`src/rtl/cpu_sequencer.sv`:
```
// cpu_sequencer: fetch/decode/execute controller for the simple CPU.
// Ports: clk, rst (sync, active-high), run, instr, acc_zero, mem_ack in;
//   start, inc_pc, branch, bus_sel, ir_load, acc_load, alu_op, mem_req,
//   mem_we, mem_addr_sel, halted, err, retired out.
// Option: define ILLEGAL_TRAP_EN to halt with err on opcodes 8-15.
module cpu_sequencer #(
  parameter int DATA_W      = 16,
  parameter int ADDR_W      = 6,
  parameter int MEM_TIMEOUT = 15
) (
  input  logic              clk,
  input  logic              rst,
  input  logic              run,
  input  logic [DATA_W-1:0] instr,
  input  logic              acc_zero,
  input  logic              mem_ack,
  output logic              start,
  output logic              inc_pc,
  output logic              branch,
  output logic [1:0]        bus_sel,
  output logic              ir_load,
  output logic              acc_load,
  output logic [1:0]        alu_op,
  output logic              mem_req,
  output logic              mem_we,
  output logic              mem_addr_sel,
  output logic              halted,
  output logic              err,
  output logic [15:0]       retired
);

  typedef enum logic [2:0] {
    S_IDLE,
    S_START,
    S_FETCH,
    S_DECODE,
    S_MEM,
    S_BRANCH,
    S_HALTED
  } state_t;

  localparam logic [3:0] OP_NOP   = 4'h0;
  localparam logic [3:0] OP_LOAD  = 4'h1;
  localparam logic [3:0] OP_STORE = 4'h2;
  localparam logic [3:0] OP_ADD   = 4'h3;
  localparam logic [3:0] OP_SUB   = 4'h4;
  localparam logic [3:0] OP_JMP   = 4'h5;
  localparam logic [3:0] OP_JZ    = 4'h6;
  localparam logic [3:0] OP_HALT  = 4'h7;

  state_t     state;
  state_t     state_n;
  logic [7:0] wait_cnt;
  logic [3:0] opcode;
  logic       ack;
  logic       timeout;
  logic       retire;
  logic       set_err;
  logic       unused_ok;

  assign opcode = instr[DATA_W-1 -: 4];
  // operand bits feed the datapath, not the sequencer
  assign unused_ok = ^{instr[DATA_W-5:ADDR_W], instr[ADDR_W-1:0]};

  // mem_ack only counts while a request is outstanding
  assign ack = mem_req && mem_ack;
  assign timeout = mem_req && !mem_ack &&
                   (wait_cnt == 8'(MEM_TIMEOUT - 1));

  always_ff @(posedge clk) begin
    if (rst) begin
      state    <= S_IDLE;
      wait_cnt <= '0;
      err      <= 1'b0;
      retired  <= '0;
    end else begin
      state <= state_n;
      // every ack leaves the waiting state, so clearing on ack or
      // on any non-request cycle covers entry to FETCH/MEM
      if (mem_req && !mem_ack && !timeout)
        wait_cnt <= wait_cnt + 8'd1;
      else
        wait_cnt <= '0;
      if (set_err)
        err <= 1'b1;
      if (retire)
        retired <= retired + 16'd1;
    end
  end

  always_comb begin
    state_n = state;
    retire  = 1'b0;
    set_err = 1'b0;
    unique case (state)
      S_IDLE: begin
        if (run)
          state_n = S_START;
      end
      S_START: begin
        state_n = S_FETCH;
      end
      S_FETCH: begin
        if (timeout) begin
          set_err = 1'b1;
          state_n = S_HALTED;
        end else if (ack) begin
          state_n = S_DECODE;
        end
      end
      S_DECODE: begin
        case (opcode)
          OP_NOP: begin
            retire  = 1'b1;
            state_n = S_FETCH;
          end
          OP_LOAD, OP_STORE, OP_ADD, OP_SUB: begin
            state_n = S_MEM;
          end
          OP_JMP: begin
            state_n = S_BRANCH;
          end
          OP_JZ: begin
            if (acc_zero) begin
              state_n = S_BRANCH;
            end else begin
              retire  = 1'b1;
              state_n = S_FETCH;
            end
          end
          OP_HALT: begin
            retire  = 1'b1;
            state_n = S_HALTED;
          end
          default: begin
`ifdef ILLEGAL_TRAP_EN
            set_err = 1'b1;
            state_n = S_HALTED;
`else
            retire  = 1'b1;
            state_n = S_FETCH;
`endif
          end
        endcase
      end
      S_MEM: begin
        if (timeout) begin
          set_err = 1'b1;
          state_n = S_HALTED;
        end else if (ack) begin
          retire  = 1'b1;
          state_n = S_FETCH;
        end
      end
      S_BRANCH: begin
        retire  = 1'b1;
        state_n = S_FETCH;
      end
      S_HALTED: begin
        if (run)
          state_n = S_START;
      end
      default: begin
        state_n = S_IDLE;
      end
    endcase
  end

  always_comb begin
    start        = 1'b0;
    inc_pc       = 1'b0;
    branch       = 1'b0;
    bus_sel      = 2'd0;
    ir_load      = 1'b0;
    acc_load     = 1'b0;
    alu_op       = 2'd0;
    mem_req      = 1'b0;
    mem_we       = 1'b0;
    mem_addr_sel = 1'b0;
    halted       = 1'b0;
    unique case (state)
      S_START: begin
        start = 1'b1;
      end
      S_FETCH: begin
        mem_req = 1'b1;
        bus_sel = 2'd3;
        ir_load = mem_ack;
        inc_pc  = mem_ack;
      end
      S_MEM: begin
        mem_req      = 1'b1;
        mem_addr_sel = 1'b1;
        mem_we       = (opcode == OP_STORE);
        bus_sel      = (opcode == OP_STORE) ? 2'd2 : 2'd3;
        if (opcode == OP_ADD)
          alu_op = 2'd1;
        else if (opcode == OP_SUB)
          alu_op = 2'd2;
        acc_load = mem_ack && (opcode != OP_STORE);
      end
      S_BRANCH: begin
        bus_sel = 2'd1;
        branch  = 1'b1;
      end
      S_HALTED: begin
        halted = 1'b1;
      end
      default: begin
      end
    endcase
  end

endmodule

```
`config.mk`:
```
export PLATFORM = sky130hd
export DESIGN_NAME = cpu_sequencer
export DESIGN_NICKNAME = d
export VERILOG_FILES = /design/src/rtl/cpu_sequencer.sv
export SDC_FILE = /design/constraint.sdc
export NUM_CORES = 1
export LEC_CHECK = 0
export ABC_CLOCK_PERIOD_IN_PS = 2050
export CORE_MARGIN = 2
export CORE_UTILIZATION = 45
export DETAILED_ROUTE_END_ITERATION = 16
export GPL_TIMING_DRIVEN = 0
export PLACE_DENSITY_LB_ADDON = 0.25
export SLEW_MARGIN = 40
export SYNTH_ARGS = -nofsm -noshare
export SYNTH_HDL_FRONTEND = slang
export SYNTH_SLANG_ARGS = --single-unit
```
`constraint.sdc`:
```
create_clock -name clk -period 2.05 [get_ports clk]
set_input_delay 0.41 -clock clk [delete_from_list [all_inputs] [get_ports clk]]
set_output_delay 0.41 -clock clk [all_outputs]
set_load 0.01 [all_outputs]
```
# Word-level counts from Yosys, hierarchy flattened
# Index checks and enable logic that the tools add are counted.
# totals
ff_bits	28
input_bits	21
out_inout_bits	30
word_cells	68
# op_classes
n_addsub	2
n_eq_ne	18
muxes	28
n_bitwise	1
n_reduce_logical	15
# op_table
operator	n
$mux 3	6
$add 16x1->16 const B	1
$eq 4x3->1 const B	4
$pmux 3 s5	1
$mux 1	14
$pmux 3 s4	1
$eq 3x3->1 const B	3
$add 8x1->8 const B	1
$eq 4x2->1 const B	2
$eq 8x4->1 const B	1
$reduce_or 2->1	4
$eq 3x2->1 const B	2
$mux 2	3
$ne 3x3->1 const B	2
$pmux 2 s3	1
$logic_and 1x1->1	5
$reduce_or 5->1	1
$eq 4x1->1 const B	1
$ne 4x2->1 const B	1
$reduce_or 4->1	1
$eq 3x1->1 const B	1
$logic_not 3->1	1
$pmux 1 s3	1
$reduce_and 3->1	1
4 further kinds	5

# Logic depth before layout (Yosys ltp)
# Gate-level depths: netlist (run 1).
# logic_depth
word_depth	9
mapped_depth	8
depth_no_buf	6

# Least setup slack after synthesis (run 1)
# OpenSTA, ideal clock, no wires.
# synth_timing
path_kind	input to register
from	in instr[13]
to	reg retired[15]
arrival_ps	1679
t_required_ps	1980
setup_slack_ps	301
stages	7
path_buffers	2
path_cell_list	clkbuf_1 > nor3_1 > a31o_2 > a21oi_2 > buf_6 > or4_1 > a21oi_1
# synth_via
elab_chain_cells	4
word_cells_on_any_way	9
# synth_rtl
element	line_no	rtl
start, declared	14	input logic [DATA_W-1:0] instr,
$eq 4x2->1, or another cell as far along	112	case (opcode)
$reduce_or 5->1 (no source line)	-	
$pmux 1 s2 *	112	
$pmux 1 s3 *	95	unique case (state)
end signal, assigned	87	retired <= retired + 16'd1;
end, declared	29	output logic [15:0] retired
# Every way passes the cells marked *; elsewhere a longest branch is shown, timed or not.
# A chain may end at the register's enable or synchronous reset.

# Worst setup path in the final report (run 1)
# layout_timing
from	in instr[14]
to	out mem_we
# layout_via
elab_chain_cells	2
# layout_rtl
element	line_no	rtl
$eq 4x2->1	194	mem_we = (opcode == OP_STORE);
$mux 1	181	unique case (state)
end, declared	25	output logic mem_we,
# Every way passes these cells.

==> impl_metrics.ini, run 1 <==
[timing]
fmax_ghz = 0.518
finalSetupViolations = 0
max-slew-margin-rel_pct = 69.3
worst_slack_ps = 120
holdWs_ps = 465
hold_viol_final = 0
clock_skew_ps = 15.2
drv_slew = 0
min_period_ps = 1930
worstMarginPinSlew_ps = 460
period_share_pct = 94.1

[cells_and_area]
layout_commonest_cell = dfxtp_1
final_cell_mix = dfxtp_1 (27), clkdlybuf4s50_1 (22), nor2_1 (20)
nets = 257
drive_above_1_share_pct = 11.7
area_growth_pct = 32.6
antenna-diode-count = 0

[clocking]
cts_tree = yes
cts.clk_slew.worst_paths_ps = 130
holdBufCountCts = 0
clockBufferDepth = 2
cts_max_level = 1
clock_latency_ps = 320
cts_sinks = 28
cts_buffers = 3
cts-root-buf = clkbuf_4

[placed_design]
numPortBuffers = 37
dpl_worst_slack_ps = -549
hpwl_um = 2400
place.gp.congestion = 0.769

[synth]
syn_area_um2 = 1500
syn_inst = 189
synth_nets = 213
yosysTopAreaCellShare_pct = 37.3
synth_edf_count = 0
yosysWarnings = 0
ys_async_sr_fraction_pct = 0
yosysSeqAreaShare_pct = 37.3
synth_area_leaders = dfxtp_1 (37%), a21oi_1 (5.7%), nor2_1 (5.2%)
synth_top_area_cell = dfxtp_1
ys_ff_latch = 28
synthDistinctLibCells = 37
postSynthAreaPerCell_um2 = 7.96
synthFlopType = dfxtp_1

[worst_setup_path]
end_kind = primary output
worst-setup-path-type = primary input to primary output
required_ps = 1640
cp_max_fo = 7
worstPathArrival_ps = 1520
startpoint_type = primary input

[power]
p_leak_nw = 0.737
ir_drop_mv = 0.491
powerDensity_nw_per_um2 = 607

[route]
dr.pass1.iters = 4
drt-total-wl_um = 3290
vias = 1474
wl_per_cell_um = 11.9
ant_nets = 0
drc = 0
drt_iter0_drc = 88
routed_via_density = 5.36

[hold_path]
hp-class = flop to flop

[run]
cap_viol_max_count = 0

[grt]
grt_max_degree = 15
grt_pass1_vias = 1223
overflow = 0
grt_first_pass_wirelength_um = 5440
antenna_found_initial = 0
grt_usage_pct = 18.5

[floorplan]
die_area_um2 = 3820
pin_count = 51
initial_core_util_pct = 48.1
coreArea_um2 = 3130
die_x_um = 61.8
std_cell_rows = 20
die_h_um = 61.8

[status]
status = completed
==> final cells by class <==
cell class              count  area [um^2]
plain buffers              10         65.1
clock buffers               3         22.5
fillers                   263         1130
inverters                   8         30.0
multi-input cells         143          892
flip-flops and latches     28          564
well taps                  44         55.1
repair buffers             39          365
==> synthesized netlist by cell type (2+ instances only) <==
cell and instances:
dfxtp_1 28, nor2_1 21, a21oi_1 17, nand2_1 16, o21ai_0 11, or3_1 9, inv_1 8, o31ai_1 8
or4_1 8, nand4_1 7, nand3_1 6, xor2_1 6, clkbuf_1 5, nor3_1 4, and2_1 3, ha_1 3
nand2b_1 3, a31oi_1 2, and3_1 2, buf_4 2, buf_6 2, mux2i_1 2, nor2b_1 2
==> cell families after synthesis <==
kind of cell               after synthesis  share of synthesized area [%]
DFF                                     28                           37.3
buffers and inverters                   18                           6.07
and+or+nand+nor                         86                           30.0
adders and majority gates                3                           2.50
AOI/OAI and AO/OA                       45                           18.7
muxes                                    2                           1.33
xor gates and xnor gates                 7                           4.08
==> path summary, 6_finish.rpt <==
kind / cells past startpoint / slack (ps) / endpoint / start
setup / recovery: 5 / 120 / mem_we / instr[14]
hold / removal: 2 / 460 / err / err
setup reg to reg: 8 / 250 / retired[1] / state[0]
hold reg to reg: 2 / 460 / err / err
==> what timing repair did <==
action	in CTS	in global routing
cloned	0	0
resized for setup	27	13
endpoints found under the setup margin	12	9
buffers inserted	2	0
pin swaps	0	0
==> critical path: stages <==
cell and delay, ps:
clkdlybuf4s15_2 230, nand2b_1 180, or3_4 350, nor2_1 80, dlygate4sd2_1 270
==> report_power, final <==
part           internal (mW)  switching [mW]  leakage [nW]
Sequential             0.571          0.0155         0.226
Clock                 0.0687           0.146        0.0138
Combinational          0.190           0.219         0.496
Total                  0.829           0.380         0.737
==> sequential cells by signal (all words and copies together) (netlist names) <==
register	cells
retired	16
err	1
wait_cnt	8
state	3
==> layer usage <==
metal  track usage [%]  wire, um  up-vias
met5                 0         0        -
met4              4.26        19        0
met3              3.52       163        2
met2              28.0      1510       43
met1              27.2      1600      660
li1                  -         -      769
==> metrics by stage <==
step | instances | setup TNS [ps] | power (mW) | area (um^2) | util [%]
final | 275 | 0 | 1.21 | 1990 | 63.8
after global routing | 275 | -5.28 | 1.29 | 1990 | 63.8
after CTS | 275 | 0 | 1.22 | 1990 | 63.6
after detailed placement | 270 | -4900 | 0.962 | 1930 | 61.7
after global placement | 270 | -5060 | 0.963 | 1930 | 61.7
after floorplan | 189 | 0 | 0.822 | 1500 | -
Note: power is estimated with default switching activity, not from simulation.
==> inputs of run 2 (changes only) <==
- SKIP_LAST_GASP: not set -> 1
- SLEW_MARGIN: 40 -> 20
==> run 2 against run 1 <==
Clock power hardly changed. Combinational power is essentially flat. Sequential power about the same. Global-route usage did not move. Clock skew increased by 1.6 ps. First-iteration DRC count up 18%. Utilization up 0.16 points. Register-to-register slack hardly changed. Routed wire length fell by 0.27%. Sequential cell count unchanged.
==> impl_metrics.ini, run 2 (synthesis results as in run 1) <==
[cells_and_area]
final_cell_mix = dfxtp_1 (27), clkdlybuf4s50_1 (22), nor2_1 (20)
largest_register_ffs = 16
fin_area_um2 = 2000
top_register = retired
layout_commonest_cell = dfxtp_1
drive_above_1_share_pct = 11.7
nets = 257
fillerInstances = 264
antenna-diode-count = 0
reg_top3 = retired: 16 flops, wait_cnt: 8 flops, state: 3 flops
area_growth_pct = 32.9

[timing]
tns_ps = 0
drv_slew = 0
worstMarginPinSlew_ps = 461
clock_skew_ps = 16.8
fmax_ghz = 0.504
period_share_pct = 96.7
finalSetupViolations = 0
hold_viol_final = 0
holdWs_ps = 465
rsz0062_at_grt = yes
worst_slack_ps = 66.9
max-slew-margin-rel_pct = 69.2
min_period_ps = 1980

[worst_setup_path]
startpoint_type = flop
cp_max_fo = 10
r2r_slack_ps = 240
required_ps = 1640
worstPathArrival_ps = 1570
end_kind = primary output
worst-setup-path-type = flop to primary output

[grt]
grt_max_degree = 15
overflow = 0
grt_pass1_vias = 1223
antenna_found_initial = 0
grt_first_pass_wirelength_um = 5440
grt_usage_pct = 18.5

[route]
wl_per_cell_um = 11.9
ant_nets = 0
routed_via_density = 5.38
drt-total-wl_um = 3280
vias = 1479
drt_iter0_drc = 104
drc = 0
dr.pass1.iters = 5

[power]
p_leak_nw = 0.754
powerDensity_nw_per_um2 = 608
ir_drop_mv = 0.491

[run]
cap_viol_max_count = 0

[floorplan]
die_area_um2 = 3820
die_h_um = 61.8
die_x_um = 61.8
coreArea_um2 = 3130
std_cell_rows = 20
pin_count = 51
initial_core_util_pct = 48.1

[clocking]
cts_sinks = 28
cts_tree = yes
cts-root-buf = clkbuf_4
clockBufferDepth = 2
holdBufCountCts = 0
cts.clk_slew.worst_paths_ps = 150
cts_max_level = 1
clock_latency_ps = 320
cts_buffers = 3

[hold_path]
hp-class = flop to flop

[placed_design]
dpl_worst_slack_ps = -549
dpl-instance-area_um2 = 1930
numPortBuffers = 37
place.gp.congestion = 0.769
hpwl_um = 2400

[status]
status = completed
==> run 2: what timing repair did <==
item	in CTS	in global routing
cloned	0	0
hold endpoints to repair	0	0
setup endpoints to repair	12	10
gates resized for setup	23	16
setup buffers	2	0
==> run 2: critical path, stage by stage, from the launching register on <==
cell and delay [ps]:
dfxtp_1 350, buf_6 150, inv_1 90, nor2_2 120, nand2_2 100, nor4_1 250
clkbuf_2 190
==> run 2: through the flow <==
step | cells | power (mW) | utilization, %
final | 275 | 1.21 | 63.9
after CTS | 275 | 1.22 | 63.7
after global placement | 270 | 0.963 | 61.7
after global routing | 275 | 1.29 | 63.9
after detailed placement | 270 | 0.962 | 61.7
after floorplan | 189 | 0.822 | -
==> run 2: routing by layer <==
layer | up-vias | GRT usage (%) | share of wire [%]
met5 | - | 0 | 0
met4 | 0 | 4.26 | 0.58
met3 | 2 | 3.52 | 5.0
met2 | 36 | 28.0 | 45
met1 | 671 | 27.2 | 49
li1 | 770 | - | -
==> run 2: layout make-up <==
class | count | area [um^2] | share of cell area (%)
Sequential cell | 28 | 564 | 28.2
Multi-Input combinational cell | 143 | 893 | 44.7
Buffer | 10 | 65.1 | 3.25
Tap cell | 44 | 55.1 | 2.75
Timing Repair Buffer | 39 | 369 | 18.5
Clock buffer | 3 | 22.5 | 1.13
Inverter | 8 | 30.0 | 1.50
==> run 2: worst paths after layout <==
path                 start          to  cells past startpoint
setup / recovery  state[2]   alu_op[0]                      6
hold / removal         err         err                      2
setup reg to reg  state[0]  retired[1]                      8
hold reg to reg        err         err                      2
==> run 2: where the power goes <==
group / internal [mW] / switching [mW] / total (mW)
logic: 0.194 / 0.218 / 0.412
clock network: 0.0688 / 0.148 / 0.217
registers: 0.571 / 0.0155 / 0.586
